File: config.mk
export PLATFORM = sky130hd
export DESIGN_NAME = product_word_serializer
export DESIGN_NICKNAME = d
export VERILOG_FILES = /design/src/rtl/product_word_serializer.sv
export SDC_FILE = /design/constraint.sdc
export NUM_CORES = 1
export LEC_CHECK = 0
export CAP_MARGIN = 15
export CORE_MARGIN = 10
export CORE_UTILIZATION = 45
export CTS_BUF_LIST = sky130_fd_sc_hd__clkbuf_4
export CTS_CLUSTER_SIZE = 28
export DETAILED_ROUTE_END_ITERATION = 16
export GPL_TIMING_DRIVEN = 1
export PLACE_DENSITY = 0.72
export RECOVER_POWER = 100
export SETUP_SLACK_MARGIN = 0.1
export SYNTH_ARGS = -nofsm -noshare
export SYNTH_HDL_FRONTEND = slang
export SYNTH_SLANG_ARGS = --single-unit
File: constraint.sdc
create_clock -name clk -period 2.1 [get_ports clk]
set_input_delay 0.21 -clock clk [delete_from_list [all_inputs] [get_ports clk]]
set_output_delay 0.21 -clock clk [all_outputs]
set_load 0.1 [all_outputs]
File: src/rtl/product_word_serializer.sv
// product_word_serializer
// Captures one wide product per input handshake and streams it out as
// WORD_WIDTH words, least-significant word first, with valid/ready flow
// control and a last-word marker.
//
// Optional feature macro: PRODUCT_CHECKSUM_EN
//   When defined, one extra word (XOR of all data words) follows the final
//   data word and carries out_last instead.
//
// state | meaning
// ------+-----------------------------------------------------------
// IDLE  | nothing held; in_ready=1, out_valid=0
// SEND  | presenting data word idx_q of the held product
// CSUM  | presenting the checksum word (PRODUCT_CHECKSUM_EN only)

module product_word_serializer #(
    parameter  int IN_WIDTH   = 512,
    parameter  int WORD_WIDTH = 32,
    localparam int NUM_WORDS  = IN_WIDTH / WORD_WIDTH,
    localparam int IDX_WIDTH  = (NUM_WORDS > 1) ? $clog2(NUM_WORDS) : 1
) (
    input  logic                  clk,
    input  logic                  rst_n,
    input  logic [IN_WIDTH-1:0]   in_product,
    input  logic                  in_valid,
    output logic                  in_ready,
    output logic [WORD_WIDTH-1:0] out_data,
    output logic                  out_valid,
    input  logic                  out_ready,
    output logic                  out_last,
    output logic [IDX_WIDTH-1:0]  out_index,
    output logic                  busy
);

    localparam logic [IDX_WIDTH-1:0] LAST_IDX = IDX_WIDTH'(NUM_WORDS - 1);

`ifdef PRODUCT_CHECKSUM_EN
    typedef enum logic [1:0] {IDLE = 2'd0, SEND = 2'd1, CSUM = 2'd2} state_t;
`else
    typedef enum logic [0:0] {IDLE = 1'b0, SEND = 1'b1} state_t;
`endif

    state_t                                state_q, state_d;
    logic [IDX_WIDTH-1:0]                  idx_q, idx_d;
    logic [NUM_WORDS-1:0][WORD_WIDTH-1:0]  held_q;
    logic                                  final_xfer;
    logic                                  accept;

`ifdef PRODUCT_CHECKSUM_EN
    logic [NUM_WORDS-1:0][WORD_WIDTH-1:0]  in_words;
    logic [WORD_WIDTH-1:0]                 csum_d, csum_q;

    assign in_words = in_product;

    // Checksum is formed from the incoming product so it is ready at capture.
    always_comb begin
        csum_d = '0;
        for (int i = 0; i < NUM_WORDS; i++) begin
            csum_d = csum_d ^ in_words[i];
        end
    end

    // Checksum register, loaded alongside the product.
    always_ff @(posedge clk or negedge rst_n) begin
        if (!rst_n) begin
            csum_q <= '0;
        end else if (accept) begin
            csum_q <= csum_d;
        end
    end

    assign final_xfer = (state_q == CSUM) && out_ready;
`else
    assign final_xfer = (state_q == SEND) && (idx_q == LAST_IDX) && out_ready;
`endif

    // A new product can enter in IDLE or on the very cycle the last word leaves.
    assign in_ready = (state_q == IDLE) || final_xfer;
    assign accept   = in_valid && in_ready;
    assign busy     = (state_q != IDLE);

    // State and word index registers.
    always_ff @(posedge clk or negedge rst_n) begin
        if (!rst_n) begin
            state_q <= IDLE;
            idx_q   <= '0;
        end else begin
            state_q <= state_d;
            idx_q   <= idx_d;
        end
    end

    // Product holding register; only an accepted handshake changes it.
    always_ff @(posedge clk or negedge rst_n) begin
        if (!rst_n) begin
            held_q <= '0;
        end else if (accept) begin
            held_q <= in_product;
        end
    end

    // Next-state, index advance and output word selection.
    always_comb begin
        state_d   = state_q;
        idx_d     = idx_q;
        out_valid = 1'b0;
        out_last  = 1'b0;
        out_index = '0;
        out_data  = '0;
        case (state_q)
            IDLE: begin
                if (accept) begin
                    state_d = SEND;
                    idx_d   = '0;
                end
            end
            SEND: begin
                out_valid = 1'b1;
                out_data  = held_q[idx_q];
                out_index = idx_q;
`ifdef PRODUCT_CHECKSUM_EN
                out_last  = 1'b0;
`else
                out_last  = (idx_q == LAST_IDX);
`endif
                if (out_ready) begin
                    if (idx_q != LAST_IDX) begin
                        idx_d = idx_q + 1'b1;
                    end else begin
`ifdef PRODUCT_CHECKSUM_EN
                        // Index stays saturated while the checksum is shown.
                        state_d = CSUM;
`else
                        idx_d   = '0;
                        state_d = accept ? SEND : IDLE;
`endif
                    end
                end
            end
`ifdef PRODUCT_CHECKSUM_EN
            CSUM: begin
                out_valid = 1'b1;
                out_data  = csum_q;
                out_index = LAST_IDX;
                out_last  = 1'b1;
                if (out_ready) begin
                    idx_d   = '0;
                    state_d = accept ? SEND : IDLE;
                end
            end
`endif
            default: begin
                state_d = IDLE;
                idx_d   = '0;
            end
        endcase
    end

endmodule

==> key figures, run 1 <==
Floorplan
  – Die height: 261 um
  – I/O Pins: 556
  – Initial core utilization: 45.3%
  – Row cnt: 88
  – Die ar.: 0.0679 sq mm
  – Core area: 0.0575 sq mm
  – Die width: 261 um

Status
  – Failing checks: negative setup slack
  – Status: finished, violations left

Power and ir drop
  – Pleak: 19.1 nW
  – Peak VDD IR: 1690 uV
  – Power per cell area: 1440 mW/mm^2

Yosys
  – Largest family of logic cells by synthesized area: multiplexers
  – Post-synthesis mux area share: 39.1%
  – Post-synthesis async set-or-reset flop share: 100%
  – Sequential share of the synthesized area: 49.7%
  – Mapped Cells: 1625
  – #FFs+latches synth: 517
  – Post-synth EDFFs: 0
  – Synth top area share: 49.7%
  – Syn Nets: 2142
  – Top post-synthesis cells by area: dfrtp_1 (50%), mux2_4 (28%), mux2i_1 (8.2%), buf_12 (4.1%), a22oi_1 (2.5%)
  – Post-synthesis xor/xnor area fraction: 0%
  – Post-Syn Area: 0.0260 sq mm
  – Post-Synth Simple-Gate Area: 1.47%
  – Compound-Gate Fraction of Synth Area: 4.20%
  – Syn Area/Cell: 16.0 sq um
  – Yosys warning count: 0
  – Area leader, netlist: dfrtp_1
  – Distinct cell type count after synthesis: 33
  – Most used DFF post-synth: dfrtp_1
  – Post-Synth Adder-Cell Area: 0.0481%

Min path
  – Worst hold stages: 4
  – HP Class: input pin to register
  – Worst Hold Endpoint: idx_q[2]
  – HP Start: out_ready

Timing
  – Final setup TNS: -90.83 ns
  – RSZ-0062 raised after global routing: true
  – Fmax: 0.315 GHz
  – Final Cycle Share: 151%
  – Slew margin rel.: 29.4%
  – Worst Hold Slack: 0.0727 ns
  – Final setup viols: 526
  – Layout Skew: 0.0764 ns
  – Slew @ Worst Pin: 1.06 ns
  – Final Hold Viols: 0
  – Final Critical Period: 3.17 ns
  – PnR worst setup slack: -1.07 ns
  – Pins over their slew limit: 0

Critical path
  – CP delay by family, top: buffers and inverters
  – CP Data Required Time: 1.89 ns
  – Critical Path Source: idx_q[0]
  – Cell mode on critical path: buf_12
  – CP endpoint kind: output pin
  – Kind of critical path: register to output pin
  – Startpoint types: register
  – WP buf/inv: 4
  – Reg2Reg Depth: 10
  – Worst R2R End: held_q[356]
  – Slowest stage delay, CP: 0.51 ns
  – Crit-path slowest cell: dfrtp_4
  – Reg2reg start: idx_q[0]
  – Crit-path cells: buf_12 > buf_12 > buf_12 > mux2i_1 > a22oi_1 > nand2_1 > o21ai_4 > buf_12
  – WP data arrival: 2.96 ns
  – CP max FO: 20
  – Reg-to-reg slack, setup: -0.25 ns

Route
  – Wirelength per Cell: 29.1 um
  – Routed WL: 112 mm
  – Vias: 21089
  – Pre-Repair DR Iteration Count: 5
  – Number of vias per cell: 5.51
  – DRT antenna net count: 0
  – Initial DRC count: 1577
  – DRC viols: 0

Clock network
  – CTS tree: done
  – Clk_lat worst skew: 1.01 ns
  – Clock Tree Root: clkbuf_4
  – Register clock-pin slew on the reported worst setup and hold paths: 0.05 ns
  – Clock Tree Buf Depth: 3
  – H-tree depth: 4
  – Total clock buffers created by CTS: 141
  – Clock sinks: 517

Global route
  – Vias in the first global route: 24702
  – First-pass GRT wire length: 162 mm
  – Global route overflow: 0
  – GRT Util Overall: 32.2%
  – Largest net degree at the start of global routing: 50
  – Initial antenna violation count: 11

Place
  – GPL Wtd Cong: 0.877
  – DP Cell Count: 2973
  – PortBufs: 555
  – Hpwl dp: 62.1 mm

Finish
  – Layout cell share with drive strength beyond 1: 37.7%
  – P&R area growth vs syn: 66.4%
  – Non-filler cells in the finished layout: 3830
  – Nets@finish: 3474

Flow run
  – Max-Cap Viols: 0
==> cell usage in the layout, fill, tap and decap left out, types with 3 or more instances in the layout <==
| master | instances |
|---|---|
| dlygate4sd3_1 | 515 |
| clkdlybuf4s50_1 | 514 |
| dfrtp_1 | 512 |
| mux2_4 | 480 |
| mux2i_1 | 210 |
| clkbuf_4 | 204 |
| buf_12 | 104 |
| a22oi_1 | 62 |
| buf_4 | 58 |
| buf_16 | 38 |
| mux2_2 | 32 |
| a22oi_2 | 24 |
| buf_6 | 24 |
| clkinv_1 | 23 |
| bufbuf_16 | 22 |
| mux4_2 | 21 |
| nand2_1 | 19 |
| o21ai_4 | 18 |
| a221oi_2 | 16 |
| diode_2 | 12 |
| nand3_2 | 12 |
| o21ai_2 | 12 |
| nand2_4 | 10 |
| nand2_2 | 10 |
| clkbuf_2 | 10 |
| nand3_1 | 9 |
| o21ai_1 | 8 |
| clkbuf_1 | 8 |
| inv_2 | 7 |
| clkbuf_16 | 7 |
| o21ai_0 | 6 |
| buf_8 | 6 |
| and2_4 | 5 |
| a221oi_1 | 5 |
| o22ai_4 | 3 |
| dfrtp_2 | 3 |
==> power breakdown <==
group / internal (W) / switching, W / leakage (nW)
Combinational: 0.0171 / 0.0174 / 11.7
Sequential: 0.0149 / 0.00372 / 6.30
Clock: 0.00454 / 0.00483 / 1.03
Total: 0.0365 / 0.0260 / 19.1
==> cell families (layout without fill, tap and decap cells) <==
logic type,count (synthesis),in the layout
fa+ha+maj,1,1
other cells,0,12
simple gates,80,80
mux,747,747
compound gates,157,157
flops,517,517
buf+inv,123,1551
==> repair_timing <==
item | in CTS | in global routing
resized for setup | 165 | 87
hold buffers | 516 | 0
pin swaps | 25 | 57
buffers inserted | 22 | 20
cloned | 43 | 7
endpoints found under the setup margin | 448 | 537
endpoints found under the hold margin | 1033 | 0
==> cell type report <==
cell class,count,area [sq um]
Tap cell,765,957
Fill cell,3118,14200
Multi-Input combinational cell,985,12400
Sequential cell,517,12900
Antenna cell,12,30.0
Clock inverter,37,185
Inverter,2,15.0
Timing Repair Buffer,1310,15200
Clock buffer,202,1520
==> worst min-delay path, cell delays in order <==
cell and delay, ns:
clkdlybuf4s50_1 0.43, buf_4 0.17, nand3_1 0.07, o21ai_0 0.07
==> per-stage QoR <==
stage                     instance area, sq um  utilization, %  setup WS, ns  total power [W]
after global routing                     43300            75.3         -1.19           0.0645
after floorplan                          26400               -       -0.0978           0.0368
final                                    43300            75.4         -1.07           0.0625
after CTS                                42700            74.3         -1.12           0.0594
after detailed placement                 33700            58.7        -0.404           0.0482
after global placement                   33700            58.7        -0.398           0.0476
==> registers in the layout (all words and copies together), names as in the netlist <==
register	count
idx_q	4
held_q	512
busy	1
==> layer usage <==
layer  part of all wire [%]  vias up  wire length [um]  global-route usage [%]
met5                  0.012        -                13                       0
met4                    7.3        2              8150                    21.9
met3                    7.1      444              7920                    8.03
met2                     51     1215             56800                    55.3
met1                     35    10662             38600                    34.7
li1                       -     8766                 -                       -
==> how the worst max path moves through the flow <==
stage	endpoint	slack, ns	cells after the start
finish	out_data[2]	-1.07	8
detailed placement	out_data[18]	-0.40	7
global route	out_data[16]	-1.19	8
floorplan	out_data[1]	-0.1	7
global placement	out_data[18]	-0.40	7
CTS	out_data[2]	-1.12	8
==> cells in the mapped netlist (2+ instances only) <==
master,n
clkbuf_1,25
inv_1,2
buf_1,5
buf_4,16
a22oi_1,86
and2_1,5
o21ai_0,44
nor2_1,2
nand2_1,39
mux4_2,21
buf_12,53
mux2i_1,214
nand3_1,21
mux2_4,480
nor2b_1,3
buf_2,20
mux2_2,32
and3_1,2
a221oi_1,21
buf_6,2
dfrtp_1,517
nand2b_1,2
o22ai_1,3
(Power assumes the default switching activity.)
==> inputs of run 2 (changes only) <==
--- a/config.mk
+++ b/config.mk
@@ -5,10 +5,12 @@
 export SDC_FILE = /design/constraint.sdc
 export NUM_CORES = 1
 export LEC_CHECK = 0
+export ABC_AREA = 1
 export CAP_MARGIN = 15
-export CORE_MARGIN = 10
+export CORE_MARGIN = 2
 export CORE_UTILIZATION = 45
 export CTS_BUF_LIST = sky130_fd_sc_hd__clkbuf_4
+export CTS_CLUSTER_DIAMETER = 120
 export CTS_CLUSTER_SIZE = 28
 export DETAILED_ROUTE_END_ITERATION = 16
 export GPL_TIMING_DRIVEN = 1
==> run 2 against run 1 <==
Against the previous run: the run still ends with negative setup slack left; clock skew shrank 0.026 ns; global-route usage grew 4.9 points; critical path depth grew 3; core utilization grew 0.48 points.
==> key figures, run 2 <==
Status
  – Status: finished, violations left
  – Failing checks: negative setup slack

Flow run
  – Max-Cap Viols: 0 (unchanged)

Route
  – DRC viols: 0 (unchanged)
  – Vias: 29888 (+42%)
  – DRT antenna net count: 0 (unchanged)
  – Routed WL: 128 mm (+15%)
  – Pre-Repair DR Iteration Count: 6 (+1)
  – Wirelength per Cell: 23.8 um (-18%)
  – Initial DRC count: 3471 (+120%)
  – Number of vias per cell: 5.56 (+1.1%)

Global route
  – Vias in the first global route: 28354 (+15%)
  – Global route overflow: 0 (unchanged)
  – First-pass GRT wire length: 170 mm (+5.1%)
  – Largest net degree at the start of global routing: 73 (+46%)
  – Initial antenna violation count: 35 (+24)
  – GRT Util Overall: 37.1% (+4.9 points)

Clock network
  – Clk_lat worst skew: 0.95 ns (-0.06 ns)
  – Register clock-pin slew on the reported worst setup and hold paths: 0.32 ns (+0.27 ns)
  – Total clock buffers created by CTS: 22 (-84%)
  – CTS tree: done
  – Clock Tree Buf Depth: 3 (unchanged)
  – Clock Tree Root: clkbuf_4
  – H-tree depth: 1 (-3)
  – Clock sinks: 517 (unchanged)

Finish
  – Largest Register: held_q
  – Most common cell after layout, fill and taps aside: nand2_1
  – Max FFs per register: 512 (unchanged)
  – P&R area growth vs syn: 67.5%
  – Nets@finish: 5081 (+46%)
  – Non-filler cells in the finished layout: 5371 (+40%)
  – Layout cell share with drive strength beyond 1: 23.2% (-14 points)
  – Commonest non-fill, non-tap cells in the layout: nand2_1 (698), nor2_1 (548), dlygate4sd3_1 (515)

Place
  – PortBufs: 555 (unchanged)
  – DP Worst Slack: -0.149 ns (+0.255 ns)
  – DP Cell Count: 4677 (+57%)
  – GPL Wtd Cong: 0.940 (+7.2%)
  – Hpwl dp: 75.5 mm (+22%)

Floorplan
  – Row cnt: 89 (+1.1%)
  – Die width: 247 um (-5.2%)
  – Die height: 247 um (-5.2%)
  – Core area: 0.0587 sq mm (+2.1%)
  – I/O Pins: 556 (unchanged)
  – Initial core utilization: 45.3% (about the same)
  – Die ar.: 0.0610 sq mm (-10%)

Timing
  – Layout Skew: 0.0509 ns (-0.0255 ns)
  – Final Critical Period: 3.28 ns (+0.105 ns)
  – RSZ-0062 raised after global routing: true
  – Slew @ Worst Pin: 1.01 ns (-0.0457 ns)
  – Final setup TNS: -246.99 ns (-156.17 ns)
  – Slew margin rel.: 32.4% (+3.0 points)
  – Pins over their slew limit: 0 (unchanged)
  – PnR worst setup slack: -1.18 ns (-0.105 ns)
  – Final setup viols: 555 (+5.5%)
  – Final Hold Viols: 0 (unchanged)
  – Final Cycle Share: 156% (+5.0 points)
  – Fmax: 0.305 GHz (-3.2%)

Yosys
  – Post-synth EDFFs: 0 (unchanged)
  – Post-Syn Area: 0.0266 sq mm (+2.1%)
  – Area leader, netlist: dfrtp_1
  – Count leader, synth: nand2_1
  – Sequential share of the synthesized area: 48.7% (-1.0 points)
  – Most used DFF post-synth: dfrtp_1
  – Syn Area/Cell: 7.70 sq um (-52%)
  – Yosys warning count: 0 (unchanged)
  – Synth top area share: 48.7% (-1.0 points)
  – Mapped Cells: 3449 (+110%)
  – Post-synth top cells: nand2_1 (778), nor2_1 (641), dfrtp_1 (517), nand3_1 (449), inv_1 (394)
  – Top post-synthesis cells by area: dfrtp_1 (49%), nand2_1 (11%), a21oi_2 (9.9%), nor2_1 (9.1%), nand3_1 (8.5%)
  – Distinct cell type count after synthesis: 20 (-39%)
  – Syn Nets: 3966 (+85%)
  – #FFs+latches synth: 517 (unchanged)
  – Post-synthesis async set-or-reset flop share: 100% (unchanged)

Power and ir drop
  – Combinational share of power: 65.2% (+9.9 points)
  – Reg power frac: 28.3% (-1.4 points)
  – Power per cell area: 1340 mW/mm^2 (-7.1%)
  – Net Sw Frac: 50.1% (+8.6 points)
  – P_int: 0.0298 W (-19%)
  – Peak VDD IR: 1080 uV (-36%)
  – Pleak: 20.9 nW (+9.9%)
  – Clock Power Share: 6.5% (-8.5 points)
  – Switch Pwr: 0.0299 W (+15%)

Min path
  – HP Start: out_ready
  – HP Class: input pin to register

Critical path
  – WP data arrival: 3.07 ns (+0.11 ns)
  – Reg-to-reg slack, setup: -0.75 ns (-0.50 ns)
  – CP max FO: 7 (-65%)
  – CP endpoint kind: output pin
  – Reg2reg start: idx_q[0]
  – Kind of critical path: register to output pin
  – Startpoint types: register
  – Critical Path Source: idx_q[0]
  – CP Data Required Time: 1.89 ns (about the same)
-- run 2: cell types whose count changed in the layout (fill, tap and decap cells not counted), sizes merged, moves of 385 or more --
cell   before  now
nand2      40  782
nor2        3  642
mux2      512    0
nand3      21  449
a21oi       0  417
inv         9  394
-- run 2: timing repair --
item | CTS | global route
endpoints found under the setup margin | 411 | 551
gates resized for setup | 284 | 326
hold buffers | 515 | 1
endpoints found under the hold margin | 1029 | 1
gates cloned | 26 | 42
setup buffers | 28 | 25
pin swaps | 85 | 112
-- run 2: layer usage --
layer,global-route usage [%],up-vias,routed length (um)
li1,-,12953,-
met1,48.8,14222,47200
met2,58.5,2105,58000
met3,7.59,588,13800
met4,18.5,20,8530
met5,0,-,137
-- run 2: power groups by stage --
stage                     clock, W  combinational, W  sequential [W]
after floorplan                  0            0.0197          0.0160
after global placement           0            0.0306          0.0166
after detailed placement         0            0.0310          0.0168
after CTS                  0.00382            0.0353          0.0165
after global routing       0.00420            0.0406          0.0172
final                      0.00390            0.0389          0.0169
-- run 2: final cells by class --
cell class	instances	area (sq um)
Inverter	396	1510
Sequential cell	517	12900
Tap cell	773	967
Fill cell	3619	14200
Timing Repair Buffer	1330	15400
Clock inverter	2	46.3
Multi-Input combinational cell	2297	13400
Antenna cell	31	77.6
Clock buffer	25	188
-- run 2: worst max-delay path, stage by stage, from the launching register on --
cell	delay, ns
dfrtp_4	0.53
buf_8	0.15
buf_12	0.15
buf_12	0.14
buf_8	0.13
nor2_1	0.05
nor2_1	0.12
nand2_1	0.11
nand3_2	0.20
nand3_2	0.13
a21oi_4	0.20
buf_12	0.20
-- run 2: through the flow --
stage | total power (W) | hold slack, ns | utilization (%) | instance area, sq um
floorplan | 0.0357 | -0.0856 | - | 27100
global placement | 0.0472 | 0.207 | 58.5 | 34300
detailed placement | 0.0478 | 0.212 | 58.5 | 34300
CTS | 0.0556 | 0.00621 | 71.7 | 42000
global route | 0.0621 | 0.111 | 75.8 | 44500
finish | 0.0597 | 0.0316 | 75.8 | 44500
-- run 2: final timing paths --
path / to / cells past startpoint
max: out_data[2] / 11
min: idx_q[1] / 5
max reg2reg: held_q[511] / 16
min reg2reg: held_q[344] / 2
max in group asynchronous: held_q[346] / 4
min in group asynchronous: held_q[423] / 4
-- run 2: kinds of logic (layout without fill, tap and decap cells) --
logic type / Yosys count / count (layout) / share of synthesized area [%]
AO/OA/AOI/OAI: 422 / 422 / 12.2
XOR/XNOR: 1 / 1 / 0.0330
adder cells (fa/ha/maj): 1 / 1 / 0.0471
buffers and inverters: 636 / 1753 / 10.4
flip-flops: 517 / 517 / 48.7
other: 0 / 31 / 0
AND/OR/NAND/NOR: 1872 / 1873 / 28.6
